==> src/rtl/sqrt_host.sv <==
// Host sequencer for the iterative sqrt core: operand FIFO, issue/collect FSM, result register.
// Optional WAIT watchdog with sticky error and terminal ERR state: define SQRT_HOST_TIMEOUT_EN.
module sqrt_host #(
    parameter int unsigned IL      = 8,
    parameter int unsigned FL      = 12,
    parameter int unsigned DEPTH   = 4,
    parameter int unsigned TIMEOUT = 63,
    localparam int unsigned W      = IL + FL,
    localparam int unsigned CW     = $clog2(DEPTH + 1),
    localparam int unsigned PW     = $clog2(DEPTH)
) (
    input  logic          clk,
    input  logic          reset,
    input  logic [W-1:0]  s_data,
    input  logic          s_valid,
    output logic          s_ready,
    output logic [W-1:0]  core_in,
    output logic          core_input_ready,
    output logic          core_output_taken,
    input  logic [1:0]    core_state,
    input  logic [W-1:0]  core_out,
    output logic [W-1:0]  m_data,
    output logic          m_valid,
    input  logic          m_ready,
    output logic [CW-1:0] count,
    output logic          busy,
    output logic          error
);

    localparam logic [1:0] CoreIdle = 2'b00;
    localparam logic [1:0] CoreDone = 2'b10;

    typedef enum logic [2:0] {StIdle, StIssue, StWait, StCollect, StErr} state_e;

    state_e        state_q, state_d;
    logic [W-1:0]  mem_q [DEPTH];
    logic [PW-1:0] wr_ptr_q, rd_ptr_q;
    logic [CW-1:0] count_q, count_d;
    logic [W-1:0]  core_in_q, m_data_q;
    logic          cir_q, cot_q, m_valid_q;
    logic          full, empty, push, pop, slot_free;

    assign full      = (count_q == CW'(DEPTH));
    assign empty     = (count_q == '0);
    assign push      = s_valid && s_ready;
    assign pop       = (state_q == StIssue);
    assign slot_free = !m_valid_q || m_ready;

`ifdef SQRT_HOST_TIMEOUT_EN
    localparam int unsigned TW = $clog2(TIMEOUT + 1);
    logic [TW-1:0] timer_q;
    logic          error_q;
    logic          stalled;

    // Backpressure waits are the downstream's fault, not the core's, so they do not count.
    assign stalled = (core_state == CoreDone) && !slot_free;
    assign s_ready = reset && !full && (state_q != StErr);
    assign error   = error_q;
`else
    logic unused_timeout;
    assign unused_timeout = ^TIMEOUT;
    assign s_ready        = reset && !full;
    assign error          = 1'b0;
`endif

    always_comb begin
        state_d = state_q;
        case (state_q)
            StIdle:    if (!empty && core_state == CoreIdle) state_d = StIssue;
            StIssue:   state_d = StWait;
            StWait: begin
                if (core_state == CoreDone && slot_free) begin
                    state_d = StCollect;
                end
`ifdef SQRT_HOST_TIMEOUT_EN
                else if (!stalled && timer_q == TW'(TIMEOUT - 1)) begin
                    state_d = StErr;
                end
`endif
            end
            StCollect: state_d = StIdle;
`ifdef SQRT_HOST_TIMEOUT_EN
            StErr:     state_d = StErr;
`endif
            default:   state_d = StIdle;
        endcase
    end

    always_comb begin
        count_d = count_q;
        if (push && !pop) begin
            count_d = count_q + CW'(1);
        end else if (pop && !push) begin
            count_d = count_q - CW'(1);
        end
    end

    always_ff @(posedge clk) begin
        if (push) begin
            mem_q[wr_ptr_q] <= s_data;
        end
    end

    always_ff @(posedge clk) begin
        if (!reset) begin
            state_q   <= StIdle;
            wr_ptr_q  <= '0;
            rd_ptr_q  <= '0;
            count_q   <= '0;
            core_in_q <= '0;
            cir_q     <= 1'b0;
            cot_q     <= 1'b0;
            m_data_q  <= '0;
            m_valid_q <= 1'b0;
        end else begin
            state_q <= state_d;
            count_q <= count_d;
            if (push) begin
                wr_ptr_q <= wr_ptr_q + PW'(1);
            end
            if (pop) begin
                rd_ptr_q <= rd_ptr_q + PW'(1);
            end
            // Strobes are registered from the next state so they coincide with ISSUE/COLLECT.
            cir_q <= (state_d == StIssue);
            cot_q <= (state_d == StCollect);
            if (state_d == StIssue) begin
                core_in_q <= mem_q[rd_ptr_q];
            end
            if (state_q == StCollect) begin
                m_data_q  <= core_out;
                m_valid_q <= 1'b1;
            end else if (m_valid_q && m_ready) begin
                m_valid_q <= 1'b0;
            end
        end
    end

`ifdef SQRT_HOST_TIMEOUT_EN
    always_ff @(posedge clk) begin
        if (!reset) begin
            timer_q <= '0;
            error_q <= 1'b0;
        end else begin
            if (state_q == StIssue) begin
                timer_q <= '0;
            end else if (state_q == StWait && !stalled) begin
                timer_q <= timer_q + TW'(1);
            end
            if (state_d == StErr) begin
                error_q <= 1'b1;
            end
        end
    end
`endif

    assign core_in           = core_in_q;
    assign core_input_ready  = cir_q;
    assign core_output_taken = cot_q;
    assign m_data            = m_data_q;
    assign m_valid           = m_valid_q;
    assign count             = count_q;
    assign busy              = (state_q != StIdle);

endmodule

==> config.mk <==
export PLATFORM = sky130hd
export DESIGN_NAME = sqrt_host
export DESIGN_NICKNAME = d
export VERILOG_FILES = /design/src/rtl/sqrt_host.sv
export SDC_FILE = /design/constraint.sdc
export NUM_CORES = 1
export LEC_CHECK = 0
export CORE_UTILIZATION = 32
export DETAILED_ROUTE_END_ITERATION = 12
export DONT_BUFFER_PORTS = 1
export PLACE_DENSITY_LB_ADDON = 0.08
export SYNTH_ARGS = -nofsm -noshare
export SYNTH_HDL_FRONTEND = slang
export SYNTH_SLANG_ARGS = --single-unit
==> constraint.sdc <==
create_clock -name clk -period 4.53 [get_ports clk]
set_clock_uncertainty 0.05 [all_clocks]
set_input_delay 0.453 -clock clk [delete_from_list [all_inputs] [get_ports clk]]
set_output_delay 0.453 -clock clk [all_outputs]
set_load 0.02 [all_outputs]
==> results of run 1 <==
==> state kept, by name, indices dropped and copies added, names as in the netlist <==
| signal | cells |
|---|---|
| core_input_ready | 1 |
| count | 3 |
| rd_ptr_q | 2 |
| core_in | 20 |
| core_output_taken | 1 |
| state_q | 3 |
| m_valid | 1 |
| wr_ptr_q | 2 |
| m_data | 20 |
| mem_q | 80 |
==> metrics by stage <==
stage | power [uW] | hold slack [ps] | setup WS (ps) | instance area (um2) | util
final | 2880 | 85.6 | 1830 | 5900 | 0.382
after global routing | 2990 | 59.9 | 1660 | 5900 | 0.382
after CTS | 2920 | 64.4 | 1800 | 5900 | 0.382
after detailed placement | 1520 | 440 | 1630 | 5290 | 0.343
after global placement | 1510 | 437 | 1670 | 5290 | 0.343
after floorplan | 1480 | 418 | 2140 | 5120 | -
==> worst paths after layout <==
path	from	end	slack, ps	cells after the start
min	s_data[10]	mem_q[2][10]$_DFFE_PP_	90	0
max	count[0]$_SDFFE_PN0P_	count[2]$_SDFFE_PN0P_	1830	8
max reg2reg	count[0]$_SDFFE_PN0P_	count[2]$_SDFFE_PN0P_	1830	8
min reg2reg	wr_ptr_q[1]$_SDFFE_PN0P_	wr_ptr_q[1]$_SDFFE_PN0P_	450	2
==> placed cells by master (no fill, tap or decap), types with 2 or more instances in the layout <==
| cell | instances |
|---|---|
| a21oi_1 | 24 |
| and2_1 | 5 |
| buf_4 | 6 |
| bufinv_16 | 3 |
| clkbuf_16 | 17 |
| clkinv_2 | 2 |
| clkinv_4 | 5 |
| clkinvlp_4 | 2 |
| conb_1 | 2 |
| dfxtp_1 | 53 |
| edfxtp_1 | 80 |
| ha_1 | 5 |
| inv_1 | 6 |
| inv_6 | 2 |
| mux2i_1 | 3 |
| mux4_2 | 20 |
| nand2_1 | 64 |
| nand2b_1 | 2 |
| nand4_1 | 20 |
| nor2_1 | 6 |
| o311ai_0 | 3 |
| o311ai_1 | 16 |
| or3_1 | 3 |
| xnor2_1 | 2 |
| xor2_1 | 2 |
==> layout make-up <==
type / instances / area [um2]
well taps: 211 / 264
fillers: 1502 / 9530
flip-flops and latches: 133 / 3460
inverters: 6 / 22.5
clock buffers: 17 / 425
clock inverters: 15 / 181
multi-input cells: 194 / 1500
repair buffers: 6 / 45.0
==> worst reg2reg max path: stages, from the launching register on <==
cell and delay [ps]:
dfxtp_1 590, nor2_1 140, a211oi_2 510, ha_1 270, inv_1 60, fa_1 370
xor2_1 160, or3_1 310, a21oi_1 140
==> power by group <==
| part | switching [uW] | internal [uW] |
|---|---|---|
| Sequential | 30.0 | 1320 |
| Combinational | 93.7 | 39.3 |
| Clock | 525 | 868 |
==> kinds of logic after synthesis <==
logic type	count (synthesis)	share of synthesized area
buffers and inverters	35	0.0347
flip-flops	133	0.676
AND/OR/NAND/NOR	111	0.104
XOR/XNOR	4	0.00684
AO/OA/AOI/OAI	48	0.0674
adder cells (fa/ha/maj)	6	0.0161
other	1	0.000732
multiplexers	23	0.0938
==> metal layers <==
metal | vias up | routed length, um
met5 | - | 0
met4 | 0 | 115
met3 | 9 | 959
met2 | 95 | 5120
met1 | 1434 | 4750
li1 | 1354 | -
==> flow_metrics.tcl, run 1 <==
set metrics [dict create \
    drc_errors 0 \
    viasPerCell 4.97 \
    synthTopCellsByCount "edfxtp_1 (80), nand2_1 (64), dfxtp_1 (53), a21oi_1 (24)" \
    synth.distinct_cells 39 \
    path_class "reg -> reg" \
    cp_slowest_stage_delay_ps 590 \
    setup_viol 0 \
    relSlewSlack 0.263 \
    clk_pin_slew_ps 60 \
    die_x_um 129 \
    grt_usage 0.144 \
    yosysMostFrequentCell "edfxtp_1" \
    cp_slowest_cell "dfxtp_1" \
    postCtsResizedCells 0 \
    async_reset_ff_frac 0 \
    crit_family "compound AO/OA/AOI/OAI gates" \
    dp_hpwl_um 6770 \
    clk_latency_ps 410 \
    fin_crit_ps 2700 \
    clock.fmax_ghz 0.371 \
    avgSynthCellArea_um2 14.2 \
    routedWlPerCell_um 18.8 \
    synth_area_leader_cell "edfxtp_1" \
    fin_crit_sh 0.595 \
    ant_nets 0 \
    ys_seq_area_frac 0.676 \
    place_congestion 0.680 \
    cts_tree "done" \
    worst_pin_slew_ps 1110 \
    timing.critical_path.buf_inv 1 \
    hold_path.class "in -> reg" \
    synthTopCellsByArea "edfxtp_1 (47%), dfxtp_1 (21%), mux4_2 (8.8%)" \
    dr.pass1.iters 4 \
    yosysWarnings 0 \
    grt_busiest_layer "met2" \
    overflow 0 \
    post-cts-setup-buffer-count 0 \
    portBuffers 0 \
    max-cap-violations 0 \
    core_um2 15400 \
    antenna-diode-count 0 \
    synth-seq-cells 133 \
    ios 95 \
    grt_pass1_wl_um 17100 \
    antenna_found_initial 0 \
    numCtsBuffers 17 \
    ys.flop_type "edfxtp_1" \
    syn_area_um2 5120 \
    crit_arrival_ps 2970 \
    grt.met2_usage 0.225 \
    status "completed" \
    grt_use_met1 0.173 \
    cp.required_ps 4810 \
    rows 45 \
    end_kind "register" \
    synth_cells 361 \
    clock_sinks 133 \
    dr.first_iter.drc_count 159 \
    synth_edf_count 80 \
    use_met3 0.0678 \
    grt_max_degree 30 \
    syn2layout_area_growth_pct 15.1 \
    yosys.area.top_type_share 0.469 \
    p_leak_uw 0.00195 \
    initial_core_util 0.332 \
    root_buffer "clkbuf_16" \
    tns_ps 0 \
    cts_max_level 4 \
    vias 2892 \
    power_density_nw_per_um2 489 \
    rsz0062_at_grt "no" \
    ctsHoldBuffers 0 \
    peakVddDrop_uv 260 \
    cp-start-kind "register" \
    dp_cells 550 \
    finalNonFillerCells 582 \
    die_height_um 129 \
    drive_gt1_frac 0.178 \
    die_area_um2 16500 \
    slew_viol_final 0 \
    drt_wl_total_um 10900 \
    crit_fanout 7 \
    clock_path_buffers 2 \
    path_cells "nor2_1 > a211oi_2 > ha_1 > inv_1 > fa_1 > xor2_1 > or3_1 > a21oi_1" \
    nNetsFinal 410 \
    hold_viol_final 0 \
    grt_pass1_vias 2948 \
]
No activity file was read; power rests on OpenSTA's default activity.
==> run 2: changes to the inputs <==
clock period = 2.6 ns   (was 4.53 ns; I/O delays follow)
==> flow_metrics.tcl, run 2 (synthesis gave the netlist of run 1 again) <==
set metrics [dict create \
    status "completed" \
    initial_core_util 0.332 \
    die_height_um 129 \
    dr.first_iter.drc_count 227 \
    hold_path.class "in -> reg" \
    comb_power_share 0.067 \
    rsz0062_at_grt "no" \
    crit_family "adder cells" \
    slew_viol_final 0 \
    dp_cells 558 \
    grt_pass1_vias 3156 \
    grt_max_degree 29 \
    root_buffer "clkbuf_16" \
    numCtsBuffers 17 \
    cts_max_level 4 \
    die_x_um 129 \
    clock.fmax_ghz 0.471 \
    largest_register_ffs 80 \
    mostFrequentLayoutCells "edfxtp_1 (80), nand2_1 (64), dfxtp_1 (53), dlygate4sd3_1 (41), a21oi_1 (24)" \
    clock_path_buffers 2 \
    setup_viol 0 \
    grt_pass1_wl_um 18300 \
    dr.pass1.iters 4 \
    drc_errors 0 \
    power.share.sequential 0.478 \
    final_common_cell "edfxtp_1" \
    viasPerCell 4.82 \
    crit_arrival_ps 2420 \
    post-route-util 0.409 \
    grt_usage 0.155 \
    postCtsResizedCells 0 \
    place_congestion 0.709 \
    overflow 0 \
    cp_slowest_stage_delay_ps 440 \
    cp.required_ps 2890 \
    antenna-diode-count 0 \
    tns_ps 0 \
    peakVddDrop_uv 459 \
    clock_sinks 133 \
    drt_wl_total_um 11800 \
    timing.critical_path.buf_inv 1 \
    vias 3041 \
    relSlewSlack 0.343 \
    drive_gt1_frac 0.160 \
    intPower_uw 3830 \
    end_kind "register" \
    cp-start-kind "register" \
    worst_pin_slew_ps 982 \
    fin_crit_sh 0.817 \
    max-cap-violations 0 \
    ant_nets 0 \
    portBuffers 0 \
    clk_latency_ps 420 \
    post-cts-setup-buffer-count 0 \
    routedWlPerCell_um 18.7 \
    path_class "reg -> reg" \
    hold_viol_final 0 \
    cp_slowest_cell "dfxtp_1" \
    ios 95 \
    nNetsFinal 459 \
    rows 45 \
    path_cells "a211oi_2 > ha_1 > inv_1 > fa_1 > xor2_1 > or3_1 > a21oi_1" \
    antenna_found_initial 0 \
    finalNonFillerCells 631 \
    dp_hpwl_um 6940 \
    p_leak_uw 0.00214 \
    fin_crit_ps 2120 \
    die_area_um2 16500 \
    regMostFlops "mem_q" \
    crit_fanout 7 \
    syn2layout_area_growth_pct 23.3 \
    switching_share 0.222 \
    pwr-share-clk 0.455 \
    core_um2 15400 \
    switchingPower_uw 1090 \
    clk_pin_slew_ps 50 \
    power_density_nw_per_um2 779 \
    cts_tree "done" \
]
==> run 2: cell count changes in the layout (fill, tap and decap cells not counted) <==
cell	previous run	this run
clkinvlp_2	1	0
clkinv_4	5	1
clkinvlp_4	2	3
inv_6	2	0
buf_4	6	14
clkinv_1	0	3
clkbuf_1	0	4
dlygate4sd3_1	0	41
bufinv_16	3	2
==> run 2: worst paths after layout <==
check                                              start                        to  slack, ps  cells after the start
worst max-delay path               count[2]$_SDFFE_PN0P_     count[2]$_SDFFE_PN0P_        480                      7
worst min register to register  rd_ptr_q[0]$_SDFFE_PN0P_  rd_ptr_q[0]$_SDFFE_PN0P_        440                      2
worst min-delay path                             m_ready      m_valid$_SDFFE_PN0P_         30                      2
worst max register to register     count[2]$_SDFFE_PN0P_     count[2]$_SDFFE_PN0P_        480                      7
==> run 2: per-layer routing <==
metal,part of all wire,wire [um],vias up,track usage
met2,0.46,5470,80,0.241
met4,0.013,155,0,0.0706
li1,-,-,1458,-
met1,0.46,5390,1491,0.193
met3,0.065,760,12,0.0578
met5,0,0,-,0
==> run 2: area by class of cell <==
cell class / count / area (um2)
clock buffer: 21 / 440
sequential: 133 / 3460
multi-input combinational: 194 / 1500
inverter: 6 / 22.5
timing repair buffer: 55 / 515
tap: 211 / 264
fill: 1477 / 9110
clock inverter: 11 / 113
==> run 2: what timing repair did <==
| item | 4_1_cts | 5_1_grt |
|---|---|---|
| setup endpoints to repair | 0 | 0 |
| hold endpoints to repair | 123 | 0 |
| hold buffers | 41 | 0 |
==> run 2: stage by stage <==
| stage | area [um2] | total power (uW) | worst slack [ps] | hold WS (ps) |
|---|---|---|---|---|
| 2_1_floorplan | 5120 | 2570 | 209 | 309 |
| 3_3_place_gp | 5350 | 2660 | 567 | 309 |
| 3_5_place_dp | 5350 | 2660 | 474 | 309 |
| 4_1_cts | 6310 | 4990 | 458 | 4.32 |
| 5_1_grt | 6310 | 5130 | 367 | 13.9 |
| 6_report | 6310 | 4920 | 475 | 28.6 |
==> run 2: power groups by stage <==
stage          Sequential (uW)  Clock [uW]  Combinational, uW
2_1_floorplan             2390           0                178
3_3_place_gp              2390           0                265
3_5_place_dp              2400           0                266
4_1_cts                   2350        2310                334
5_1_grt                   2360        2410                363
6_report                  2350        2240                328
